<file path="config.mk">
export PLATFORM = sky130hd
export DESIGN_NAME = nebula_reasm_vc_scheduler
export DESIGN_NICKNAME = d
export VERILOG_FILES = /design/src/rtl/nebula_reasm_vc_scheduler_pkg.sv /design/src/rtl/nebula_reasm_vc_scheduler_arb.sv /design/src/rtl/nebula_reasm_vc_scheduler.sv
export SDC_FILE = /design/constraint.sdc
export NUM_CORES = 1
export LEC_CHECK = 0
export ABC_CLOCK_PERIOD_IN_PS = 14500
export BUFFER_PORTS_ARGS = -buffer_cell sky130_fd_sc_hd__buf_2
export CAP_MARGIN = 10
export CORE_ASPECT_RATIO = 2
export CORE_MARGIN = 2
export CORE_UTILIZATION = 25
export CTS_BUF_LIST = sky130_fd_sc_hd__clkbuf_2 sky130_fd_sc_hd__clkbuf_4 sky130_fd_sc_hd__clkbuf_8
export DETAILED_ROUTE_END_ITERATION = 10
export GPL_TIMING_DRIVEN = 0
export PLACE_DENSITY = 0.63
export SYNTH_ARGS = -nofsm -noshare
export SYNTH_HDL_FRONTEND = slang
export SYNTH_SLANG_ARGS = --single-unit
</file>
<file path="constraint.sdc">
create_clock -name clk -period 14.5 [get_ports clk]
set_clock_uncertainty 0.1 [all_clocks]
set_input_delay 3.625 -clock clk [delete_from_list [all_inputs] [get_ports clk]]
set_output_delay 3.625 -clock clk [all_outputs]
set_load 0.1 [all_outputs]
</file>
<file path="src/rtl/nebula_reasm_vc_scheduler_pkg.sv">
// Shared NoC flit format, flit-type constants and error codes for the
// ejection-side VC scheduler and its QoS round-robin arbiter.
package nebula_reasm_vc_scheduler_pkg;

    localparam int QOS_W     = 2;
    localparam int PAYLOAD_W = 32;

    localparam logic [1:0] FLIT_TYPE_HEAD   = 2'b00;
    localparam logic [1:0] FLIT_TYPE_BODY   = 2'b01;
    localparam logic [1:0] FLIT_TYPE_TAIL   = 2'b10;
    localparam logic [1:0] FLIT_TYPE_SINGLE = 2'b11;

    typedef struct packed {
        logic [1:0]           flit_type;
        logic [QOS_W-1:0]     qos;
        logic [PAYLOAD_W-1:0] payload;
    } noc_flit_t;

    typedef enum logic [1:0] {
        ERR_NONE     = 2'd0,
        ERR_PROTOCOL = 2'd1,
        ERR_TIMEOUT  = 2'd2
    } error_code_e;

    typedef enum logic {
        ST_IDLE   = 1'b0,
        ST_LOCKED = 1'b1
    } sched_state_e;

    function automatic logic is_packet_start(input logic [1:0] flit_type);
        return (flit_type == FLIT_TYPE_HEAD) || (flit_type == FLIT_TYPE_SINGLE);
    endfunction

    function automatic logic is_packet_end(input logic [1:0] flit_type);
        return (flit_type == FLIT_TYPE_TAIL) || (flit_type == FLIT_TYPE_SINGLE);
    endfunction

endpackage

</file>
<file path="src/rtl/nebula_reasm_vc_scheduler_arb.sv">
// Combinational QoS-first arbiter: highest qos wins, ties go to the first
// requester at or after rr_ptr in increasing index order (mod N).
module nebula_qos_rr_arbiter #(
    parameter  int N  = 4,
    parameter  int QW = 2,
    localparam int IW = $clog2(N)
) (
    input  logic [N-1:0]    i_req,
    input  logic [N*QW-1:0] i_qos,
    input  logic [IW-1:0]   i_rr_ptr,
    output logic [IW-1:0]   o_gnt_idx,
    output logic            o_gnt_any
);

    logic [QW-1:0] w_qos_arr [N];
    logic [QW-1:0] w_best;
    logic [IW-1:0] w_idx;

    always_comb begin
        for (int i = 0; i < N; i++) begin
            w_qos_arr[i] = i_qos[i*QW +: QW];
        end
    end

    // Strict '>' keeps the earliest rotated requester on a qos tie.
    always_comb begin
        o_gnt_any = 1'b0;
        o_gnt_idx = '0;
        w_best    = '0;
        w_idx     = '0;
        for (int k = 0; k < N; k++) begin
            w_idx = IW'((int'(i_rr_ptr) + k) % N);
            if (i_req[w_idx] && (!o_gnt_any || (w_qos_arr[w_idx] > w_best))) begin
                o_gnt_any = 1'b1;
                o_gnt_idx = w_idx;
                w_best    = w_qos_arr[w_idx];
            end
        end
    end

endmodule

</file>
<file path="src/rtl/nebula_reasm_vc_scheduler.sv">
// Shares one packet disassembler between NUM_VCS ejection VC queues with
// wormhole-locked QoS/round-robin grants, stray-flit discard and a watchdog.
module nebula_reasm_vc_scheduler
    import nebula_reasm_vc_scheduler_pkg::*;
#(
    parameter  int NUM_VCS        = 4,
    parameter  int TIMEOUT_CYCLES = 256,
    localparam int VC_W           = $clog2(NUM_VCS),
    localparam int TMR_W          = $clog2(TIMEOUT_CYCLES)
) (
    input  logic                      clk,
    input  logic                      rst_n,
    input  logic [NUM_VCS-1:0]        i_in_valid,
    input  noc_flit_t [NUM_VCS-1:0]   i_in_flit,
    output logic [NUM_VCS-1:0]        o_in_ready,
    output logic                      o_out_valid,
    output noc_flit_t                 o_out_flit,
    input  logic                      i_out_ready,
    output logic [VC_W-1:0]           o_grant_vc,
    output logic                      o_busy,
    output logic                      o_abort,
    output logic                      o_err_valid,
    output error_code_e               o_err_code
);

    sched_state_e          r_state;
    logic [VC_W-1:0]       r_rr_ptr;
    logic [VC_W-1:0]       r_grant;
    logic [TMR_W-1:0]      r_timer;
    logic                  r_abort;
    logic                  r_err_valid;
    error_code_e           r_err_code;

    logic [NUM_VCS-1:0]       w_cand;
    logic [NUM_VCS-1:0]       w_stray;
    logic [NUM_VCS*QOS_W-1:0] w_qos;
    logic [VC_W-1:0]          w_gnt_idx;
    logic                     w_gnt_any;
    logic                     w_locked;
    logic                     w_sel_valid;
    noc_flit_t                w_sel_flit;
    logic                     w_accept;
    logic [VC_W-1:0]          w_next_rr;

    // Stray discards are gated by rst_n so nothing is popped while in reset.
    always_comb begin
        for (int v = 0; v < NUM_VCS; v++) begin
            w_cand[v]                 = i_in_valid[v] & is_packet_start(i_in_flit[v].flit_type);
            w_stray[v]                = i_in_valid[v] & ~is_packet_start(i_in_flit[v].flit_type) & rst_n;
            w_qos[v*QOS_W +: QOS_W]   = i_in_flit[v].qos;
        end
    end

    nebula_qos_rr_arbiter #(
        .N  (NUM_VCS),
        .QW (QOS_W)
    ) u_arb (
        .i_req     (w_cand),
        .i_qos     (w_qos),
        .i_rr_ptr  (r_rr_ptr),
        .o_gnt_idx (w_gnt_idx),
        .o_gnt_any (w_gnt_any)
    );

    assign w_locked    = (r_state == ST_LOCKED);
    assign w_sel_valid = i_in_valid[r_grant];
    assign w_sel_flit  = i_in_flit[r_grant];
    assign w_accept    = w_locked & w_sel_valid & i_out_ready;
    assign w_next_rr   = (r_grant == VC_W'(NUM_VCS - 1)) ? '0 : r_grant + 1'b1;

    assign o_out_valid = w_locked & w_sel_valid;
    assign o_out_flit  = w_locked ? w_sel_flit : '0;
    assign o_grant_vc  = r_grant;
    assign o_busy      = w_locked;
    assign o_abort     = r_abort;
    assign o_err_valid = r_err_valid;
    assign o_err_code  = r_err_code;

    always_comb begin
        o_in_ready = '0;
        if (w_locked) begin
            o_in_ready[r_grant] = i_out_ready;
        end else begin
            o_in_ready = w_stray;
        end
    end

    // Pulses default low each cycle; the timer only advances while the
    // locked VC is empty, so disassembler backpressure never aborts.
    always_ff @(posedge clk or negedge rst_n) begin
        if (!rst_n) begin
            r_state     <= ST_IDLE;
            r_rr_ptr    <= '0;
            r_grant     <= '0;
            r_timer     <= '0;
            r_abort     <= 1'b0;
            r_err_valid <= 1'b0;
            r_err_code  <= ERR_NONE;
        end else begin
            r_abort     <= 1'b0;
            r_err_valid <= 1'b0;
            r_err_code  <= ERR_NONE;
            case (r_state)
                ST_IDLE: begin
                    if (|w_stray) begin
                        r_err_valid <= 1'b1;
                        r_err_code  <= ERR_PROTOCOL;
                    end
                    if (w_gnt_any) begin
                        r_grant <= w_gnt_idx;
                        r_timer <= '0;
                        r_state <= ST_LOCKED;
                    end
                end
                ST_LOCKED: begin
                    if (w_accept) begin
                        r_timer <= '0;
                        if (is_packet_end(w_sel_flit.flit_type)) begin
                            r_state  <= ST_IDLE;
                            r_rr_ptr <= w_next_rr;
                        end
                    end else if (!w_sel_valid) begin
                        if (r_timer >= TMR_W'(TIMEOUT_CYCLES - 1)) begin
                            r_state     <= ST_IDLE;
                            r_rr_ptr    <= w_next_rr;
                            r_timer     <= '0;
                            r_abort     <= 1'b1;
                            r_err_valid <= 1'b1;
                            r_err_code  <= ERR_TIMEOUT;
                        end else begin
                            r_timer <= r_timer + 1'b1;
                        end
                    end
                end
                default: r_state <= ST_IDLE;
            endcase
        end
    end

endmodule

</file>
==> flow_metrics.py, run 1 <==
metrics = {
    "outcome": {
        "status": "finished, final reports clean",
    },
    "logic_synthesis": {
        "synthFlopType": "dfrtp_1",
        "syn_nets": 470,
        "seq_area_frac_synth_pct": 13.7,
        "ys_seq_elements": 16,
        "synth.distinct_cells": 58,
        "synth_edf_count": 0,
        "netlist_area_um2": 2920,
        "async_flop_share_pct": 100,
        "syn_inst": 308,
        "syn_area_per_cell_um2": 9.48,
        "ys_warn_count": 0,
    },
    "clock_network": {
        "cts_resized": 0,
        "cts_sinks": 16,
        "tritoncts.num_buffers": 3,
        "clockBufferDepth": 2,
        "clock_latency_ns": 0.25,
        "htreeDepth": 1,
        "cts_hold_buf": 0,
        "cts.root.buffer_cell": "clkbuf_8",
        "cts_tree": "built",
        "cts_setup_buffers": 0,
        "path_clk_slew_ns": 0.07,
    },
    "setup_path": {
        "critPathSlowestCell": "a2bb2oi_1",
        "crit_type": "in2reg",
        "cp_max_fo": 7,
        "worstSetupStartpoint": "i_in_flit[142]",
        "cp-start-kind": "input pin",
        "endpoint_kind": "flip-flop",
        "slowest_delay_ns": 0.62,
        "reg2reg_from": "r_rr_ptr[0]",
        "cp.required_ns": 14.50,
        "crit_arrival_ns": 10.14,
    },
    "min_path": {
        "hold_path.class": "reg2reg",
        "worstHoldStart": "r_timer[0]",
    },
    "floorplan": {
        "start_util_pct": 25.7,
        "coreArea_um2": 11400,
        "die_w_um": 80.4,
        "rows": 55,
        "io_pins": 199,
        "die_area_um2": 12600,
        "die_h_um": 157,
    },
    "sta": {
        "worst_pin_slew_ns": 0.742,
        "rsz0062_at_grt": "false",
        "report.final.slew_viol_count": 0,
        "finalCritPeriodShare_pct": 69.9,
        "max_clock_freq_mhz": 98.7,
        "setup_tns_ns": 0,
        "hold_violations": 0,
        "setup_viol": 0,
        "post-route-min-period_ns": 10.13,
        "relSlewSlack_pct": 50.4,
    },
    "global_routing": {
        "grt_pass1_vias": 3652,
        "grt_pass1_wl_um": 18900,
        "grt_overflow": 0,
        "antenna_found_initial": 2,
        "grtUsageTotal_pct": 19.1,
        "grt_max_degree": 21,
    },
    "route": {
        "firstDrtPassIters": 7,
        "via_per_inst": 5.47,
        "wl_um": 12100,
        "drt_iter0_drc": 228,
        "drc": 0,
        "ant_nets": 0,
        "vias": 3564,
        "post_drt_wl_per_cell_um": 18.6,
    },
    "placement": {
        "port-buffer-count": 197,
        "hpwl_um": 10500,
        "gp_congestion": 0.959,
    },
    "layout": {
        "fin_nets": 672,
        "drive_gt1_share_pct": 51.6,
        "layout_commonest_cell": "buf_2",
        "layout_common_cells": "buf_2 (205), mux4_2 (40), and2_1 (37)",
        "syn2layout_area_growth_pct": 41.4,
    },
    "job": {
        "maxCapViolCount": 0,
    },
}
[cell type report]
| cell class | count | area (um2) |
|---|---|---|
| diodes | 2 | 5.00 |
| plain buffers | 21 | 92.6 |
| clock buffers | 3 | 41.3 |
| fillers | 1173 | 7220 |
| inverters | 12 | 45.0 |
| multi-input cells | 259 | 2380 |
| flip-flops and latches | 16 | 400 |
| well taps | 142 | 178 |
| repair buffers | 197 | 986 |
[cell usage after synthesis, drive strengths merged (3+ instances only)]
| master | count | share of area [%] |
|---|---|---|
| o22ai | 4 | 1.3 |
| o31ai | 3 | 0.94 |
| a2bb2oi | 3 | 0.90 |
| o21ai | 28 | 4.9 |
| and2 | 37 | 7.9 |
| a21oi | 11 | 1.9 |
| mux4 | 40 | 31 |
| nor2b | 4 | 0.86 |
| nand3 | 15 | 2.6 |
| ha | 11 | 4.7 |
| inv | 12 | 1.5 |
| nor2 | 10 | 1.3 |
| nand2b | 5 | 1.1 |
| a22oi | 3 | 1.1 |
| nand2 | 24 | 3.2 |
| xnor2 | 4 | 2.0 |
| clkbuf | 9 | 1.2 |
| nand3b | 3 | 0.77 |
| mux2 | 5 | 1.9 |
| mux2i | 6 | 2.1 |
| buf | 12 | 2.0 |
| nor3 | 4 | 0.69 |
| and3 | 9 | 1.9 |
| dfrtp | 16 | 14 |
[worst max-delay path: cells and delay by family]
kind	cells	cell delay, ns
AO/OA/AOI/OAI	13	3.62
multiplexers	1	0.21
buffers and inverters	2	0.19
adder cells (fa/ha/maj)	3	0.86
XOR/XNOR	1	0.35
AND/OR/NAND/NOR	7	1.29
[state kept, by name, summed over array words and instances (netlist names)]
name,count
r_timer,8
o_grant_vc,2
r_rr_ptr,2
o_abort,1
o_busy,1
o_err_code,1
o_err_valid,1
[per-stage QoR]
| stage | utilization, % | setup WS [ns] | cells | hold slack (ns) | area, um2 |
|---|---|---|---|---|---|
| floorplan | - | 4.68 | 308 | 0.364 | 2920 |
| global placement | 36.0 | 4.36 | 647 | 0.388 | 4080 |
| detailed placement | 36.0 | 4.32 | 647 | 0.400 | 4080 |
| CTS | 36.3 | 4.56 | 650 | 0.414 | 4130 |
| global route | 36.4 | 4.03 | 652 | 0.434 | 4130 |
| finish | 36.4 | 4.37 | 652 | 0.411 | 4130 |
[per-layer routing]
metal | track usage (%) | vias to the layer above | share of wire [%]
li1 | - | 1606 | -
met1 | 21.2 | 1696 | 35
met2 | 34.3 | 221 | 51
met3 | 3.58 | 41 | 9.2
met4 | 8.72 | 0 | 5.2
met5 | 0 | - | 0
[logic make-up (layout without fill, tap and decap cells)]
kind of cell	after synthesis	in the layout	share of synthesized area, %
AND/OR/NAND/NOR	120	120	22.6
AO/OA/AOI/OAI	72	72	17.2
buffers and inverters	33	233	4.71
other	0	2	0
adder cells (fa/ha/maj)	11	11	4.71
flip-flops	16	16	13.7
multiplexers	51	51	34.8
XOR/XNOR	5	5	2.27
[path summary, 6_finish.rpt]
| check | end | slack [ns] | cells past startpoint |
|---|---|---|---|
| max | o_grant_vc[0] | 4.37 | 27 |
| min | r_timer[0] | 0.41 | 1 |
| max reg2reg | o_grant_vc[0] | 7.36 | 25 |
| min reg2reg | r_timer[0] | 0.41 | 1 |
| max in group asynchronous | o_grant_vc[1] | 10.76 | 1 |
| min in group asynchronous | r_timer[7] | 3.22 | 1 |
Power of run 1 is not shown: default switching activity piles up to over one toggle a cycle in this logic, so the estimate is an artifact.
==> run 2: changes to the inputs <==
--- a/config.mk
+++ b/config.mk
@@ -5,7 +5,8 @@
 export SDC_FILE = /design/constraint.sdc
 export NUM_CORES = 1
 export LEC_CHECK = 0
-export ABC_CLOCK_PERIOD_IN_PS = 14500
+export ABC_AREA = 1
+export ABC_CLOCK_PERIOD_IN_PS = 8390
 export BUFFER_PORTS_ARGS = -buffer_cell sky130_fd_sc_hd__buf_2
 export CAP_MARGIN = 10
 export CORE_ASPECT_RATIO = 2
@@ -14,7 +15,7 @@
 export CTS_BUF_LIST = sky130_fd_sc_hd__clkbuf_2 sky130_fd_sc_hd__clkbuf_4 sky130_fd_sc_hd__clkbuf_8
 export DETAILED_ROUTE_END_ITERATION = 10
 export GPL_TIMING_DRIVEN = 0
-export PLACE_DENSITY = 0.63
+export PLACE_DENSITY = 0.65
 export SYNTH_ARGS = -nofsm -noshare
 export SYNTH_HDL_FRONTEND = slang
 export SYNTH_SLANG_ARGS = --single-unit
==> constraint.sdc (replaced) <==
create_clock -name clk -period 8.39 [get_ports clk]
set_clock_uncertainty 0.1 [all_clocks]
set_input_delay 2.0975 -clock clk [delete_from_list [all_inputs] [get_ports clk]]
set_output_delay 2.0975 -clock clk [all_outputs]
set_load 0.1 [all_outputs]
==> run 2 against run 1 <==
Against the previous run:
- non-clock buffer count increased by 16
- worst hold slack improved by 0.024 ns
- area after synthesis increased by 0.30%
- routed wire length increased by 10%
- global-route usage increased by 1.1 points
- flip-flop and latch count unchanged
- final cell count increased by 37%
- largest cell class unchanged
==> flow_metrics.py, run 2 <==
metrics = {
    "setup_path": {
        "reg2reg_depth": 32,
        "endpoint_kind": "flip-flop",
        "critPathSlowestCell": "ha_1",
        "cp-start-kind": "input pin",
        "slowest_delay_ns": 0.31,
        "r2r_end": "o_grant_vc[0]",
        "crit_arrival_ns": 6.23,
        "cp_max_fo": 7,
        "cp_common_cell": "nand2_1",
        "rrSetupSlack_ns": 3.72,
        "cp.required_ns": 8.47,
        "crit_type": "in2reg",
        "reg2reg_from": "r_rr_ptr[0]",
    },
    "route": {
        "post_drt_wl_per_cell_um": 15.0,
        "firstDrtPassIters": 5,
        "wl_um": 13400,
        "via_per_inst": 4.90,
        "drt_iter0_drc": 264,
        "ant_nets": 0,
        "vias": 4383,
        "drc": 0,
    },
    "logic_synthesis": {
        "seq_area_frac_synth_pct": 13.7,
        "syn_inst": 548,
        "synth_commonest_cells": "nor2_1 (147), o21ai_0 (97), nand2_1 (86)",
        "ys_seq_elements": 16,
        "yosysTopAreaCell": "nor2_1",
        "async_flop_share_pct": 100,
        "synth_edf_count": 0,
        "ys_warn_count": 0,
        "synth.area.top_cells": "nor2_1 (19%), o21ai_0 (17%), dfrtp_1 (14%), nand2_1 (11%), a21oi_1 (7.3%)",
        "syn_area_per_cell_um2": 5.34,
        "netlist_area_um2": 2930,
        "syn_nets": 710,
        "synthFlopType": "dfrtp_1",
        "yosysMostFrequentCell": "nor2_1",
        "synth_top_cell_area_share_pct": 18.8,
        "synth.distinct_cells": 33,
    },
    "layout": {
        "max_flop_register": "r_timer",
        "antenna_cells": 0,
        "final_cells": 894,
        "layout_commonest_cell": "buf_2",
        "syn2layout_area_growth_pct": 41.4,
        "drive_gt1_share_pct": 31.1,
        "fin_nets": 913,
        "largest_register_ffs": 8,
        "layout_common_cells": "buf_2 (202), nor2_1 (147), o21ai_0 (97)",
    },
    "placement": {
        "hpwl_um": 11600,
        "gp_congestion": 0.917,
        "port-buffer-count": 198,
        "dpl.cell_count": 891,
    },
    "global_routing": {
        "grt_pass1_vias": 3950,
        "grtUsageMet3_pct": 4.59,
        "grt_max_degree": 21,
        "use_met1_pct": 26.7,
        "grtUsageTotal_pct": 20.2,
        "grt_busiest_layer": "met2",
        "met2_usage_pct": 33.6,
        "grt_overflow": 0,
        "antenna_found_initial": 1,
        "grt_pass1_wl_um": 19700,
    },
    "clock_network": {
        "cts.root.buffer_cell": "clkbuf_8",
        "htreeDepth": 1,
        "cts_hold_buf": 0,
        "cts_resized": 0,
        "cts_tree": "built",
        "path_clk_slew_ns": 0.06,
        "cts_setup_buffers": 0,
        "cts_sinks": 16,
        "clockBufferDepth": 2,
        "clock_latency_ns": 0.24,
        "tritoncts.num_buffers": 3,
    },
    "sta": {
        "hold_violations": 0,
        "max_clock_freq_mhz": 163,
        "relSlewSlack_pct": 53.1,
        "whs_ns": 0.435,
        "report.final.slew_viol_count": 0,
        "post-route-min-period_ns": 6.15,
        "setup_viol": 0,
        "worst_pin_slew_ns": 0.703,
        "finalCritPeriodShare_pct": 73.3,
        "rsz0062_at_grt": "false",
        "setup_tns_ns": 0,
    },
    "floorplan": {
        "die_w_um": 80.5,
        "rows": 56,
        "start_util_pct": 25.3,
        "die_h_um": 157,
        "coreArea_um2": 11600,
        "io_pins": 199,
        "die_area_um2": 12700,
    },
    "outcome": {
        "status": "finished, final reports clean",
    },
    "min_path": {
        "hold_path.class": "reg2reg",
        "hold_depth": 2,
        "min_to": "r_timer[1]",
        "worstHoldStart": "r_timer[1]",
    },
    "job": {
        "maxCapViolCount": 0,
    },
}
-- run 2: cell type report --
type	instances	area [um2]
buffer	36	181
clock buffer	3	41.3
fill	1330	7420
inverter	41	156
multi-input combinational	455	2190
sequential	16	400
tap	145	181
timing repair buffer	198	991
-- run 2: routing by layer --
metal	wire length [um]	part of all wire (%)	vias to the layer above
met5	13	0.097	-
met4	225	1.7	2
met3	1610	12	18
met2	5900	44	270
met1	5620	42	1902
li1	-	-	2191
-- run 2: through the flow --
step	util (%)	setup slack, ns	cell area [um2]
2_1_floorplan	-	1.80	2930
3_3_place_gp	35.5	2.01	4100
3_5_place_dp	35.5	2.00	4100
4_1_cts	35.8	2.25	4140
5_1_grt	35.8	1.75	4140
6_report	35.8	2.24	4140
-- run 2: worst max-delay path: cells and delay by family --
family          cells  cell delay (ns)
compound gates      6             0.97
fa+ha+maj           3             0.88
buf+inv             6             0.43
simple gates       19             1.85
-- run 2: worst max path at each step --
| stage | slack [ns] | start | end |
|---|---|---|---|
| 6_report | 2.24 | i_in_flit[106] | o_grant_vc[0] |
| 5_1_grt | 1.75 | i_in_flit[106] | o_grant_vc[0] |
| 4_1_cts | 2.25 | i_in_flit[106] | o_grant_vc[0] |
| 3_5_place_dp | 2.00 | i_in_flit[106] | o_grant_vc[0] |
| 3_3_place_gp | 2.01 | i_in_flit[106] | o_grant_vc[1] |
| 2_1_floorplan | 1.80 | i_in_flit[106] | o_in_ready[2] |
-- run 2: logic make-up after synthesis --
group           synth area share (%)
simple gates                    41.0
buf+inv                         11.5
compound gates                  27.0
xor+xnor                        2.14
flops                           13.7
fa+ha+maj                       4.70
Power of run 2 is left out for the same reason.
==> run 3: changes to the inputs <==
--- a/config.mk
+++ b/config.mk
@@ -6,7 +6,7 @@
 export NUM_CORES = 1
 export LEC_CHECK = 0
 export ABC_AREA = 1
-export ABC_CLOCK_PERIOD_IN_PS = 8390
+export ABC_CLOCK_PERIOD_IN_PS = 4980
 export BUFFER_PORTS_ARGS = -buffer_cell sky130_fd_sc_hd__buf_2
 export CAP_MARGIN = 10
 export CORE_ASPECT_RATIO = 2
==> constraint.sdc (replaced) <==
create_clock -name clk -period 4.98 [get_ports clk]
set_clock_uncertainty 0.1 [all_clocks]
set_input_delay 1.245 -clock clk [delete_from_list [all_inputs] [get_ports clk]]
set_output_delay 1.245 -clock clk [all_outputs]
set_load 0.1 [all_outputs]
==> run 3 against run 2 <==
Against the previous run:
- via count is 2.6% higher
- core utilization increased by 2.8 points
- critical endpoint unchanged
- worst setup slack worse by 2.1 ns
- global-route usage rose by 0.070 points
- die area did not move
- register-to-register slack worse by 3.3 ns
==> flow_metrics.py, run 3 (same netlist as run 2, synthesis figures left out) <==
metrics = {
    "floorplan": {
        "io_pins": 199,
        "die_h_um": 157,
        "start_util_pct": 25.3,
        "die_w_um": 80.5,
        "rows": 56,
        "die_area_um2": 12700,
        "coreArea_um2": 11600,
    },
    "clock_network": {
        "cts_tree": "built",
        "htreeDepth": 1,
        "cts.root.buffer_cell": "clkbuf_8",
        "clockBufferDepth": 2,
        "path_clk_slew_ns": 0.06,
        "cts_hold_buf": 0,
        "cts_sinks": 16,
        "clock_latency_ns": 0.24,
        "tritoncts.num_buffers": 3,
    },
    "layout": {
        "antenna_cells": 0,
        "final_area_um2": 4470,
        "final_util_pct": 38.7,
        "layout_commonest_cell": "buf_2",
        "drive_gt1_share_pct": 37.8,
        "max_flop_register": "r_timer",
        "largest_register_ffs": 8,
        "fin_nets": 928,
        "syn2layout_area_growth_pct": 52.7,
        "layout_common_cells": "buf_2 (195), nor2_1 (146), o21ai_0 (92)",
    },
    "route": {
        "vias": 4499,
        "post_drt_wl_per_cell_um": 15.2,
        "wl_um": 13800,
        "firstDrtPassIters": 5,
        "via_per_inst": 4.95,
        "drt_iter0_drc": 330,
        "drc": 0,
        "ant_nets": 0,
    },
    "global_routing": {
        "antenna_found_initial": 1,
        "grt_max_degree": 21,
        "grt_pass1_vias": 3973,
        "grtUsageTotal_pct": 20.3,
        "grt_pass1_wl_um": 19800,
        "grt_overflow": 0,
    },
    "setup_path": {
        "endpoint_kind": "flip-flop",
        "crit_arrival_ns": 4.85,
        "cp_max_fo": 7,
        "cp.required_ns": 5.02,
        "critPathSlowestCell": "ha_1",
        "cp_common_cell": "nand2_2",
        "crit_type": "in2reg",
        "slowest_delay_ns": 0.34,
        "cp-start-kind": "input pin",
    },
    "sta": {
        "worst_pin_slew_ns": 0.700,
        "rsz0062_at_grt": "true",
        "hold_violations": 0,
        "setup_viol": 0,
        "max_clock_freq_mhz": 208,
        "relSlewSlack_pct": 53.3,
        "finalCritPeriodShare_pct": 96.7,
        "report.final.slew_viol_count": 0,
        "post-route-min-period_ns": 4.81,
    },
    "min_path": {
        "hold_path.class": "reg2reg",
    },
    "placement": {
        "hpwl_um": 11600,
        "dpl_cell_area_um2": 4100,
        "gp_congestion": 0.917,
        "port-buffer-count": 198,
    },
    "job": {
        "maxCapViolCount": 0,
    },
    "outcome": {
        "status": "finished, final reports clean",
    },
}
## run 3: cell types whose count changed in the layout (fill, tap and decap cells not counted), moves of 8 or more
cell,previous run,this run
nand2_1,86,68
inv_1,39,29
nand2_2,7,21
buf_4,2,17
inv_2,1,10
nand3_1,33,25
## run 3: area by class of cell
| class | instances | area, um2 |
|---|---|---|
| tap | 145 | 181 |
| inverter | 41 | 159 |
| sequential | 16 | 400 |
| clock buffer | 3 | 41.3 |
| multi-input combinational | 455 | 2360 |
| timing repair buffer | 213 | 1150 |
| buffer | 36 | 181 |
| fill | 1298 | 7090 |
## run 3: worst paths after layout
kind / start / to / slack [ns] / depth (start not counted)
min in group asynchronous: rst_n / o_abort / 0.85 / 1
worst min register to register: r_timer[1] / r_timer[1] / 0.44 / 2
max in group asynchronous: rst_n / r_timer[3] / 3.61 / 1
worst max register to register: r_rr_ptr[0] / o_grant_vc[0] / 0.43 / 31
worst max-delay path: i_in_flit[34] / o_grant_vc[0] / 0.17 / 33
worst min-delay path: r_timer[1] / r_timer[1] / 0.44 / 2
## run 3: repair_timing
item                       in CTS  in global routing
cloned                          0                  0
pin swaps                       2                 33
buffers inserted                2                 13
setup endpoints to repair       2                  2
gates resized for setup         5                 66
## run 3: through the flow
| step | worst slack, ns | hold slack (ns) | TNS, ns | std cells |
|---|---|---|---|---|
| 2_1_floorplan | 0.0920 | 0.386 | 0 | 548 |
| 3_3_place_gp | -0.544 | 0.410 | -1.09 | 891 |
| 3_5_place_dp | -0.557 | 0.418 | -1.11 | 891 |
| 4_1_cts | 0.000735 | 0.434 | 0 | 896 |
| 5_1_grt | -0.146 | 0.458 | -0.245 | 909 |
| 6_report | 0.165 | 0.435 | 0 | 909 |
## run 3: layer usage
metal  track usage [%]  up-vias  part of all wire [%]
met3              4.59       22                    12
met5                 0        -                 0.094
met2              33.9      283                    45
met1              26.7     1972                    41
met4              3.63        2                   1.7
li1                  -     2220                     -
## run 3: worst max-delay path, delay by kind of cell
family | cells | cell delay (ns)
AOI/OAI and AO/OA | 6 | 0.74
adders and majority gates | 3 | 0.93
buffers and inverters | 6 | 0.37
and+or+nand+nor | 18 | 1.55
Power of run 3 is left out for the same reason.
